===== src/rtl/mem_port_arbiter_if.sv =====
// Avalon-MM host/agent bundle. The arbiter takes two slave-side views (fetch host, data host)
// and one master-side view toward the memory agent.
interface mem_port_arbiter_if #(
  parameter int ADDR_W = 32
);
  logic              read;
  logic              write;
  logic [ADDR_W-1:0] address;
  logic [3:0]        byteenable;
  logic [31:0]       writedata;
  logic              waitrequest;
  logic [31:0]       readdata;
  logic              readdatavalid;

  modport master (
    output read, write, address, byteenable, writedata,
    input  waitrequest, readdata, readdatavalid
  );

  modport slave (
    input  read, write, address, byteenable, writedata,
    output waitrequest, readdata, readdatavalid
  );
endinterface


===== src/rtl/mem_port_arbiter.sv =====
// Shares one Avalon-MM memory agent between the instruction-fetch host (read-only) and the
// data host (read/write). One outstanding transfer; data wins ties unless fetch is starved.
module mem_port_arbiter #(
  parameter int STARVE_LIMIT = 4,
  parameter int ADDR_W       = 32
) (
  input  logic               clk,
  input  logic               rst,
  mem_port_arbiter_if.slave  i_bus,
  mem_port_arbiter_if.slave  d_bus,
  mem_port_arbiter_if.master m_bus
);
  localparam int               CNT_W = (STARVE_LIMIT < 1) ? 1 : $clog2(STARVE_LIMIT + 1);
  localparam logic [CNT_W-1:0] LIMIT = CNT_W'(STARVE_LIMIT);

  typedef enum logic [2:0] {IDLE, GRANT_I, GRANT_D, WAIT_I, WAIT_D} state_t;

  typedef struct packed {
    logic              read;
    logic              write;
    logic [ADDR_W-1:0] address;
    logic [3:0]        byteenable;
    logic [31:0]       writedata;
  } req_t;

  state_t           state;
  logic [CNT_W-1:0] starve_cnt;
  req_t             i_req, d_req, m_req;
  logic             d_any, fetch_wins;
  logic             i_wait, d_wait, i_rdv, d_rdv;
  logic [31:0]      i_rdata, d_rdata;
  logic             unused_fetch_wr;

  // The fetch host has no write path; its write strobe and payload are ignored.
  assign unused_fetch_wr = ^{i_bus.write, i_bus.writedata};

  assign d_any      = d_bus.read | d_bus.write;
  assign fetch_wins = i_bus.read && (!d_any || (starve_cnt >= LIMIT));

  always_comb begin
    i_req            = '0;
    i_req.read       = i_bus.read;
    i_req.address    = i_bus.address;
    i_req.byteenable = i_bus.byteenable;

    // A simultaneous read+write from the data host is a write; the read strobe is dropped.
    d_req            = '0;
    d_req.read       = d_bus.read & ~d_bus.write;
    d_req.write      = d_bus.write;
    d_req.address    = d_bus.address;
    d_req.byteenable = d_bus.byteenable;
    d_req.writedata  = d_bus.writedata;
  end

  always_ff @(posedge clk or negedge rst) begin
    if (!rst) begin
      state      <= IDLE;
      starve_cnt <= '0;
    end else begin
      case (state)
        IDLE: begin
          if (!i_bus.read || fetch_wins)
            starve_cnt <= '0;
          else if (starve_cnt != LIMIT)
            starve_cnt <= starve_cnt + 1'b1;
          if (i_bus.read || d_any)
            state <= fetch_wins ? GRANT_I : GRANT_D;
        end
        GRANT_I: begin
          if (!i_bus.read)
            state <= IDLE;
          else if (!m_bus.waitrequest)
            state <= WAIT_I;
        end
        GRANT_D: begin
          if (!d_any)
            state <= IDLE;
          else if (!m_bus.waitrequest)
            state <= d_bus.write ? IDLE : WAIT_D;
        end
        WAIT_I, WAIT_D: begin
          if (m_bus.readdatavalid)
            state <= IDLE;
        end
        default: state <= IDLE;
      endcase
    end
  end

  // Outputs decode from state; only the granted owner sees the memory stall or response.
  always_comb begin
    m_req   = '0;
    i_wait  = 1'b1;
    d_wait  = 1'b1;
    i_rdv   = 1'b0;
    d_rdv   = 1'b0;
    i_rdata = '0;
    d_rdata = '0;
    case (state)
      GRANT_I: begin
        m_req  = i_req;
        i_wait = m_bus.waitrequest;
      end
      GRANT_D: begin
        m_req  = d_req;
        d_wait = m_bus.waitrequest;
      end
      WAIT_I: begin
        i_rdv   = m_bus.readdatavalid;
        i_rdata = m_bus.readdatavalid ? m_bus.readdata : '0;
      end
      WAIT_D: begin
        d_rdv   = m_bus.readdatavalid;
        d_rdata = m_bus.readdatavalid ? m_bus.readdata : '0;
      end
      default: ;
    endcase
  end

  assign m_bus.read       = m_req.read;
  assign m_bus.write      = m_req.write;
  assign m_bus.address    = m_req.address;
  assign m_bus.byteenable = m_req.byteenable;
  assign m_bus.writedata  = m_req.writedata;

  assign i_bus.waitrequest   = i_wait;
  assign i_bus.readdata      = i_rdata;
  assign i_bus.readdatavalid = i_rdv;
  assign d_bus.waitrequest   = d_wait;
  assign d_bus.readdata      = d_rdata;
  assign d_bus.readdatavalid = d_rdv;
endmodule

===== src/flat_wrapper.sv =====
// flat-port wrapper written by rule: the top's interface ports become plain ports
module mem_port_arbiter_flat 
#(
  parameter int STARVE_LIMIT = 4,
  parameter int ADDR_W       = 32
)
  (clk, rst, i_bus_read, i_bus_write, i_bus_address, i_bus_byteenable, i_bus_writedata, i_bus_waitrequest, i_bus_readdata, i_bus_readdatavalid, d_bus_read, d_bus_write, d_bus_address, d_bus_byteenable, d_bus_writedata, d_bus_waitrequest, d_bus_readdata, d_bus_readdatavalid, m_bus_read, m_bus_write, m_bus_address, m_bus_byteenable, m_bus_writedata, m_bus_waitrequest, m_bus_readdata, m_bus_readdatavalid);
  mem_port_arbiter_if #(.ADDR_W(ADDR_W)) i_bus_i ();
  mem_port_arbiter_if #(.ADDR_W(ADDR_W)) d_bus_i ();
  mem_port_arbiter_if #(.ADDR_W(ADDR_W)) m_bus_i ();
  input  logic clk;
  input  logic rst;
  input wire logic [$bits(i_bus_i.read)-1:0] i_bus_read;
  input wire logic [$bits(i_bus_i.write)-1:0] i_bus_write;
  input wire logic [$bits(i_bus_i.address)-1:0] i_bus_address;
  input wire logic [$bits(i_bus_i.byteenable)-1:0] i_bus_byteenable;
  input wire logic [$bits(i_bus_i.writedata)-1:0] i_bus_writedata;
  output wire logic [$bits(i_bus_i.waitrequest)-1:0] i_bus_waitrequest;
  output wire logic [$bits(i_bus_i.readdata)-1:0] i_bus_readdata;
  output wire logic [$bits(i_bus_i.readdatavalid)-1:0] i_bus_readdatavalid;
  input wire logic [$bits(d_bus_i.read)-1:0] d_bus_read;
  input wire logic [$bits(d_bus_i.write)-1:0] d_bus_write;
  input wire logic [$bits(d_bus_i.address)-1:0] d_bus_address;
  input wire logic [$bits(d_bus_i.byteenable)-1:0] d_bus_byteenable;
  input wire logic [$bits(d_bus_i.writedata)-1:0] d_bus_writedata;
  output wire logic [$bits(d_bus_i.waitrequest)-1:0] d_bus_waitrequest;
  output wire logic [$bits(d_bus_i.readdata)-1:0] d_bus_readdata;
  output wire logic [$bits(d_bus_i.readdatavalid)-1:0] d_bus_readdatavalid;
  output wire logic [$bits(m_bus_i.read)-1:0] m_bus_read;
  output wire logic [$bits(m_bus_i.write)-1:0] m_bus_write;
  output wire logic [$bits(m_bus_i.address)-1:0] m_bus_address;
  output wire logic [$bits(m_bus_i.byteenable)-1:0] m_bus_byteenable;
  output wire logic [$bits(m_bus_i.writedata)-1:0] m_bus_writedata;
  input wire logic [$bits(m_bus_i.waitrequest)-1:0] m_bus_waitrequest;
  input wire logic [$bits(m_bus_i.readdata)-1:0] m_bus_readdata;
  input wire logic [$bits(m_bus_i.readdatavalid)-1:0] m_bus_readdatavalid;
  assign i_bus_i.read = i_bus_read;
  assign i_bus_i.write = i_bus_write;
  assign i_bus_i.address = i_bus_address;
  assign i_bus_i.byteenable = i_bus_byteenable;
  assign i_bus_i.writedata = i_bus_writedata;
  assign i_bus_waitrequest = i_bus_i.waitrequest;
  assign i_bus_readdata = i_bus_i.readdata;
  assign i_bus_readdatavalid = i_bus_i.readdatavalid;
  assign d_bus_i.read = d_bus_read;
  assign d_bus_i.write = d_bus_write;
  assign d_bus_i.address = d_bus_address;
  assign d_bus_i.byteenable = d_bus_byteenable;
  assign d_bus_i.writedata = d_bus_writedata;
  assign d_bus_waitrequest = d_bus_i.waitrequest;
  assign d_bus_readdata = d_bus_i.readdata;
  assign d_bus_readdatavalid = d_bus_i.readdatavalid;
  assign m_bus_read = m_bus_i.read;
  assign m_bus_write = m_bus_i.write;
  assign m_bus_address = m_bus_i.address;
  assign m_bus_byteenable = m_bus_i.byteenable;
  assign m_bus_writedata = m_bus_i.writedata;
  assign m_bus_i.waitrequest = m_bus_waitrequest;
  assign m_bus_i.readdata = m_bus_readdata;
  assign m_bus_i.readdatavalid = m_bus_readdatavalid;
  mem_port_arbiter #(.STARVE_LIMIT(STARVE_LIMIT), .ADDR_W(ADDR_W)) u_core (.clk(clk), .rst(rst), .i_bus(i_bus_i), .d_bus(d_bus_i), .m_bus(m_bus_i));
endmodule

===== config.mk =====
export PLATFORM = sky130hd
export DESIGN_NAME = mem_port_arbiter_flat
export DESIGN_NICKNAME = d
export VERILOG_FILES = /design/src/rtl/mem_port_arbiter_if.sv /design/src/rtl/mem_port_arbiter.sv /design/src/flat_wrapper.sv
export SDC_FILE = /design/constraint.sdc
export NUM_CORES = 1
export LEC_CHECK = 0
export CAP_MARGIN = 15
export CORE_AREA = 4 4 120 122
export DETAILED_ROUTE_END_ITERATION = 7
export DIE_AREA = 0 0 124 126
export HOLD_SLACK_MARGIN = 0.1
export RECOVER_POWER = 100
export SYNTH_ARGS = -nofsm -noshare
export SYNTH_HDL_FRONTEND = slang
export SYNTH_SLANG_ARGS = --single-unit

===== constraint.sdc =====
create_clock -name clk -period 1.5 [get_ports clk]
set_input_delay 0.3 -clock clk [delete_from_list [all_inputs] [get_ports clk]]
set_output_delay 0.3 -clock clk [all_outputs]
set_load 0.005 [all_outputs]

==> impl_metrics.ini, run 1 <==
[run_status]
status = finished, violations left
violations = setup timing

[placement]
place_hpwl_mm = 9.25
gp_congestion = 0.804
dpl_cell_area_mm2 = 0.00471
port_buffers = 280

[timing]
tightest_slew_ps = 294
slew_viol_final = 0
final.min_clock_period_ps = 1920
worst_slack_ps = -419
fmax_mhz = 521
hold_viol = 0
max_slew_margin_pct = 80.3
rsz0062_at_grt = yes
setup_viol = 143
min_period_over_period_pct = 128
fin_skew_ps = 1.35

[global_routing]
grt_pass1_vias = 3103
grt_pass1_wl_mm = 17.5
grt_max_degree = 18
grt_util_all_layers_pct = 14.2
grt_overflow = 0
grt_antenna_before_repair = 0

[synth]
ys_types = 27
synthFlopType = dfrtp_1
syn_nets = 378
syn-cell-area_mm2 = 0.00147
synth.area.top_cells = and2_1 41%, a22o_1 22%, dfrtp_1 10%, buf_2 2.7%, nor3_2 2.0%
syn_area_per_cell_um2 = 7.33
synthArstFlopShare_pct = 100
synth-seq-cells = 6
synth.yosys.warnings = 0
synthCells = 200
synth.top_cell.area_share_pct = 41.0
seq_area_frac_synth_pct = 10.2
synth_top_area_cell = and2_1
synth-edff-count = 0

[die]
dieArea_mm2 = 0.0156
core_area_mm2 = 0.0132
die_h_um = 126
num_rows = 42
io_pins = 314
initial_utilization_pct = 11.1
die_x_um = 124

[power_and_ir_drop]
ir_worst_vdd_mv = 0.540
power_mw = 6.88
cellPowerDensity_mw_per_mm2 = 1240
leakage_nw = 2.62

[routing]
via_count = 2918
vias_per_cell = 4.02
wire_per_inst_um = 17.6
drt_iter0_markers = 13
drc = 0
routed_wl_mm = 12.7
dr.pass1.iters = 4
antenna_left = 0

[clocking]
cts_tree = yes
clockRootBuffer = clkbuf_16
numCtsBuffers = 3
clock_sinks = 6
clk_latency_ps = 220
clk_pin_slew_worst_paths_ps = 30
ctsHtreeMaxLevel = 1
clock_path_buffers = 2

[final_layout]
final_area_mm2 = 0.00553
fillerInstances = 1303
seq_area_um2 = 153
syn_to_final_growth_pct = 277
layout-drive-gt1-share_pct = 55.0
layout_commonest_cell = clkdlybuf4s50_1
nets = 729
fin_util_pct = 41.9
layout_common_cells = 137 x clkdlybuf4s50_1, 94 x buf_6, 54 x and2_4
n_antenna_cell = 0
multiInputGateArea_mm2 = 0.00145

[critical_path]
criticalPathCategory = register to output port
cp.arrival_ps = 1620
path_cells = buf_6 -> nor2_4 -> buf_12 -> buf_12 -> buf_6 -> buf_6 -> and2_4 -> buf_6
cp.required_ps = 1200
critPathTopFamily = buffers and inverters
cp_max_fo = 8
crit_buf_inv = 6
slowest_stage = dfrtp_2
path_common_cell = buf_6
cpPeakStageDelay_ps = 440
worst_setup_path_start_kind = register
cp-end-kind = output port

[hold_path]
hold_class = primary input to async pin

[job]
max_cap_violations = 0
path summary, 6_finish.rpt:
kind / startpoint / slack [ps] / to / depth (start not counted)
worst min-delay path: rst / 400 / u_core.starve_cnt[0]$_DFFE_PN0P_ / 1
worst min register to register: u_core.starve_cnt[0]$_DFFE_PN0P_ / 590 / u_core.starve_cnt[0]$_DFFE_PN0P_ / 2
worst max register to register: u_core.state[2]$_DFFE_PN0P_ / -390 / u_core.state[1]$_DFFE_PN0P_ / 7
min in group clk: d_bus_read / 460 / u_core.state[2]$_DFFE_PN0P_ / 2
max in group asynchronous: rst / 860 / u_core.state[1]$_DFFE_PN0P_ / 1
worst max-delay path: u_core.state[2]$_DFFE_PN0P_ / -420 / m_bus_writedata[25] / 8
cell type report:
cell class	instances	area share, %
repair buffers	365	65.3
multi-input cells	170	26.2
well taps	176	3.99
flip-flops and latches	6	2.76
clock buffers	3	1.36
inverters	5	0.340
routing by layer:
| metal | track usage (%) | share of wire, % | up-vias |
|---|---|---|---|
| met1 | 15.8 | 36 | 1338 |
| met4 | 3.35 | 1.7 | 0 |
| li1 | - | - | 1391 |
| met2 | 26.5 | 52 | 177 |
| met3 | 3.72 | 10 | 12 |
| met5 | 0 | 0 | - |
timing repair:
| item | CTS | global route |
|---|---|---|
| buffers inserted | 41 | 16 |
| endpoints found under the setup margin | 144 | 144 |
| hold buffers | 0 | 0 |
| resized for setup | 568 | 161 |
| pin swaps | 47 | 36 |
| gates cloned | 10 | 4 |
Yosys cell counts, types with 2 or more instances:
master    number
a22o_1        37
inv_1          5
dfrtp_1        6
ha_1           2
nor3_1         3
buf_2          8
nand2b_1       2
nor3_2         3
and2_1        96
or3_1          3
nor2_1         2
nand2_1        6
o22ai_1        2
buf_4          2
clkbuf_1       8
o21ai_0        4
sequential cells by signal, indices dropped and copies added (netlist names):
signal	count
u_core.starve_cnt	3
u_core.state	3
per-stage QoR:
| stage | hold slack [ps] | cells | TNS, ps | setup WS (ps) |
|---|---|---|---|---|
| after floorplan | 4.41 | 200 | -423 | -50.5 |
| after global placement | 518 | 667 | -80740 | -707 |
| after detailed placement | 543 | 667 | -82010 | -740 |
| after CTS | 332 | 719 | -55790 | -475 |
| after global routing | 423 | 725 | -56230 | -480 |
| final | 397 | 725 | -46040 | -419 |
power by group:
group | internal (mW) | switching [mW]
clock | 0.341 | 0.0812
combinational | 3.88 | 2.28
sequential | 0.220 | 0.0738
total | 4.44 | 2.43
kinds of logic after synthesis:
logic type,count (synthesis),share of synthesized area (%)
AND/OR/NAND/NOR,118,50.1
AO/OA/AOI/OAI,48,28.4
buffers and inverters,24,7.86
flip-flops,6,10.2
multiplexers,2,1.71
adder cells (fa/ha/maj),2,1.71
(Power assumes the default switching activity.)
==> inputs of run 2 (changes only) <==
Settings changed: RECOVER_POWER 100 to not set.
==> run 2 against run 1 <==
The flow still finishes with violations (setup timing). Total power up 0.24%. Sequential cell count unchanged. First-iteration DRC count unchanged. Highest routed layer unchanged.
==> impl_metrics.ini, run 2 (synthesis gave the netlist of run 1 again) <==
[die]
die_h_um = 126
die_x_um = 124
dieArea_mm2 = 0.0156
num_rows = 42
core_area_mm2 = 0.0132
io_pins = 314
initial_utilization_pct = 11.1

[final_layout]
nets = 729
layout_commonest_cell = clkdlybuf4s50_1
reg_top3 = u_core.starve_cnt x3, u_core.state x3
fin_cells = 725
n_antenna_cell = 0
layout_common_cells = 138 x clkdlybuf4s50_1, 95 x buf_6, 54 x and2_4
syn_to_final_growth_pct = 277
layout-drive-gt1-share_pct = 55.0
final_area_mm2 = 0.00553

[routing]
dr.pass1.iters = 4
vias_per_cell = 4.02
via_count = 2918
drc = 0
wire_per_inst_um = 17.6
drt_iter0_markers = 13
antenna_left = 0
routed_wl_mm = 12.7

[timing]
rsz0062_at_grt = yes
final.min_clock_period_ps = 1920
tightest_slew_ps = 290
slew_viol_final = 0
max_slew_margin_pct = 80.6
fin_skew_ps = 1.35
min_period_over_period_pct = 128
fmax_mhz = 521
fin_setup_tns_ps = -46030
setup_viol = 143
hold_viol = 0
worst_slack_ps = -419

[critical_path]
cp_max_fo = 8
cp.required_ps = 1200
cp.arrival_ps = 1620
worst_setup_path_start_kind = register
criticalPathCategory = register to output port
rr_worst_depth = 7
cp-end-kind = output port

[clocking]
clock_sinks = 6
cts_tree = yes
clk_pin_slew_worst_paths_ps = 30
clk_latency_ps = 220
ctsHtreeMaxLevel = 1
numCtsBuffers = 3
clock_path_buffers = 2
cts-hold-fix-buffers = 0
clockRootBuffer = clkbuf_16

[power_and_ir_drop]
power_mw = 6.89
cellPowerDensity_mw_per_mm2 = 1250
ir_worst_vdd_mv = 0.540
leakage_nw = 2.63

[global_routing]
grt_max_degree = 18
grt-busiest-layer = met2
grt_util_all_layers_pct = 14.2
use_met1_pct = 15.8
gr-usage-met2_pct = 26.5
met3_usage_pct = 3.72
grt_antenna_before_repair = 0
grt_overflow = 0
grt_pass1_wl_mm = 17.5
grt_pass1_vias = 3103

[placement]
gp_congestion = 0.804
port_buffers = 280
dpl_cell_area_mm2 = 0.00471
place_hpwl_mm = 9.25
placedCellCount = 667
place_ws_ps = -740

[run_status]
status = finished, violations left
violations = setup timing

[job]
max_cap_violations = 0

[hold_path]
hold_class = primary input to async pin
[run 2: changes by cell type in the layout (fill, tap and decap cells not counted), sizes merged]
| cell | previous run | this run |
|---|---|---|
| clkdlybuf4s50 | 137 | 138 |
| dlygate4sd3 | 1 | 0 |
[run 2: layout make-up]
type | count | area (µm²)
Inverter | 5 | 18.8
Multi-Input combinational cell | 170 | 1450
Fill cell | 1301 | 7660
Clock buffer | 3 | 75.1
Tap cell | 176 | 220
Timing Repair Buffer | 365 | 3610
Sequential cell | 6 | 153
[run 2: worst paths after layout]
| check | slack [ps] | end | start |
|---|---|---|---|
| max | -420 | m_bus_writedata[25] | u_core.state[2]$_DFFE_PN0P_ |
| min | 330 | u_core.starve_cnt[0]$_DFFE_PN0P_ | rst |
| max reg2reg | -390 | u_core.state[1]$_DFFE_PN0P_ | u_core.state[2]$_DFFE_PN0P_ |
| min reg2reg | 590 | u_core.starve_cnt[0]$_DFFE_PN0P_ | u_core.starve_cnt[0]$_DFFE_PN0P_ |
| max in group asynchronous | 930 | u_core.state[1]$_DFFE_PN0P_ | rst |
| min in group clk | 460 | u_core.state[2]$_DFFE_PN0P_ | d_bus_read |
[run 2: layer usage]
metal	share of wire, %	vias to the layer above
met1	36	1338
met4	1.7	0
met3	10	12
met5	0	-
met2	52	177
li1	-	1391
[run 2: stage by stage]
step	hold WS (ps)	utilization, %
global placement	518	35.7
floorplan	4.41	-
finish	327	41.9
detailed placement	543	35.7
CTS	332	40.8
global route	352	41.9
[run 2: worst max-delay path: stages (launching register included)]
cell     delay (ps)
dfrtp_2         440
buf_6           130
nor2_4          130
buf_12          160
buf_12          120
buf_6           100
buf_6            90
and2_4          130
buf_6            90
[run 2: where the power goes]
part / leakage [nW] / internal [mW] / total (mW) / switching (mW)
combinational: 2.51 / 3.89 / 6.18 / 2.28
sequential: 0.0770 / 0.220 / 0.294 / 0.0738
clock: 0.0370 / 0.341 / 0.423 / 0.0812
total: 2.63 / 4.46 / 6.89 / 2.44
[run 2: what timing repair did]
| action | 4_1_cts | 5_1_grt |
|---|---|---|
| pin swaps | 47 | 36 |
| resized for setup | 568 | 161 |
| setup endpoints to repair | 144 | 144 |
| gates cloned | 10 | 4 |
| setup buffers | 41 | 16 |
==> inputs of run 3 (changes only) <==
Settings changed: MAX_ROUTING_LAYER set to met4.
==> run 3 against run 2 <==
The flow still finishes with violations (setup timing). Core utilization stayed put. Die area stayed put. Sequential power hardly changed. Worst setup slack worse by 3.6 ps. Sequential share of layout area stayed put. Total power hardly changed. Critical path depth stayed put. Register-to-register slack hardly changed. Largest cell class unchanged.
==> impl_metrics.ini, run 3 (synthesis gave the netlist of run 1 again) <==
[run_status]
status = finished, violations left
violations = setup timing

[power_and_ir_drop]
power_mw = 6.89
ir_worst_vdd_mv = 0.540
cellPowerDensity_mw_per_mm2 = 1250
leakage_nw = 2.63

[timing]
worst_slack_ps = -423
min_period_over_period_pct = 128
max_slew_margin_pct = 80.9
slew_viol_final = 0
hold_viol = 0
fmax_mhz = 520
final.min_clock_period_ps = 1920
setup_viol = 143
tightest_slew_ps = 285
fin_skew_ps = 1.94
fin_setup_tns_ps = -46440
rsz0062_at_grt = yes

[placement]
place_hpwl_mm = 9.25
port_buffers = 280
gp_congestion = 0.816
dpl_cell_area_mm2 = 0.00471
placedCellCount = 667

[critical_path]
worst_setup_path_start_kind = register
crit_path_end = m_bus_writedata[25]
r2r_start = u_core.state[2]$_DFFE_PN0P_
rr_worst_depth = 7
regToRegSetupSlack_ps = -380
criticalPathCategory = register to output port
cp.required_ps = 1200
cp-end-kind = output port
cp_max_fo = 8
crit_start = u_core.state[2]$_DFFE_PN0P_
rr_endpoint = u_core.state[1]$_DFFE_PN0P_
cp.arrival_ps = 1620

[routing]
drc = 0
met3RoutedLength_mm = 1.12
wire_per_inst_um = 17.5
routed_wl_mm = 12.7
drt_iter0_markers = 21
antenna_left = 0
wl_met2_mm = 6.65
wl_met1_mm = 4.73
dr.pass1.iters = 4
maxUsedRoutingLayer = met4
via_count = 2918
vias_per_cell = 4.02

[clocking]
numCtsBuffers = 3
cts_tree = yes
clk_pin_slew_worst_paths_ps = 30
clock_path_buffers = 2
clk_latency_ps = 220
clock_sinks = 6
clockRootBuffer = clkbuf_16
ctsHtreeMaxLevel = 1

[final_layout]
layout-drive-gt1-share_pct = 55.0
fin_util_pct = 41.9
final_area_mm2 = 0.00553
reg_top3 = u_core.starve_cnt x3, u_core.state x3
fillerInstances = 1301
fin_cells = 725
nets = 729
layout_commonest_cell = clkdlybuf4s50_1
layout_common_cells = 138 x clkdlybuf4s50_1, 95 x buf_6, 54 x and2_4
n_antenna_cell = 0
syn_to_final_growth_pct = 277

[die]
io_pins = 314
dieArea_mm2 = 0.0156
die_h_um = 126
num_rows = 42
die_x_um = 124
core_area_mm2 = 0.0132
initial_utilization_pct = 11.1

[global_routing]
grt_util_all_layers_pct = 14.6
grt_max_degree = 18
grt_pass1_vias = 3109
grt_antenna_before_repair = 0
grt_pass1_wl_mm = 17.4
grt_overflow = 0

[hold_path]
hold_class = primary input to async pin

[job]
max_cap_violations = 0
-- run 3: cell counts in the layout (fill, tap and decap cells not counted) --
No cell type changed its count.
-- run 3: timing repair --
action | 4_1_cts | 5_1_grt
gates resized for setup | 568 | 161
endpoints found under the setup margin | 144 | 144
hold buffers | 0 | 0
gates cloned | 10 | 4
buffers inserted | 41 | 16
endpoints found under the hold margin | 0 | 0
pin swaps | 47 | 36
-- run 3: worst min path at each step --
stage / start / end / slack [ps] / depth (start not counted)
3_3_place_gp: u_core.starve_cnt[2]$_DFFE_PN0P_ / u_core.starve_cnt[2]$_DFFE_PN0P_ / 520 / 2
2_1_floorplan: rst / u_core.starve_cnt[0]$_DFFE_PN0P_ / 4 / 0
3_5_place_dp: u_core.starve_cnt[2]$_DFFE_PN0P_ / u_core.starve_cnt[2]$_DFFE_PN0P_ / 540 / 2
4_1_cts: rst / u_core.starve_cnt[1]$_DFFE_PN0P_ / 330 / 1
5_1_grt: rst / u_core.starve_cnt[0]$_DFFE_PN0P_ / 350 / 1
6_report: rst / u_core.starve_cnt[0]$_DFFE_PN0P_ / 320 / 1
-- run 3: routing by layer --
metal	vias to the layer above	track usage [%]
li1	1391	-
met1	1336	16.7
met2	179	26.4
met3	12	2.20
met4	0	3.61
met5	-	-
-- run 3: cell type report --
type	count	area, µm²	share of cell area [%]
Inverter	5	18.8	0.339
Sequential cell	6	153	2.76
Timing Repair Buffer	365	3610	65.4
Clock buffer	3	75.1	1.36
Multi-Input combinational cell	170	1450	26.2
Tap cell	176	220	3.98
-- run 3: through the flow --
stage / setup WS [ps] / hold slack, ps
3_3_place_gp: -707 / 518
3_5_place_dp: -740 / 543
2_1_floorplan: -50.5 / 4.41
4_1_cts: -475 / 332
5_1_grt: -480 / 352
6_report: -423 / 324
-- run 3: where the power goes --
part	total, mW	switching, mW	internal (mW)
sequential	0.294	0.0743	0.220
combinational	6.18	2.28	3.90
clock	0.423	0.0815	0.341
-- run 3: critical path, cell delays in order (launching register included) --
cell,delay [ps]
dfrtp_2,440
buf_6,140
nor2_4,130
buf_12,160
buf_12,120
buf_6,100
buf_6,90
and2_4,130
buf_6,90
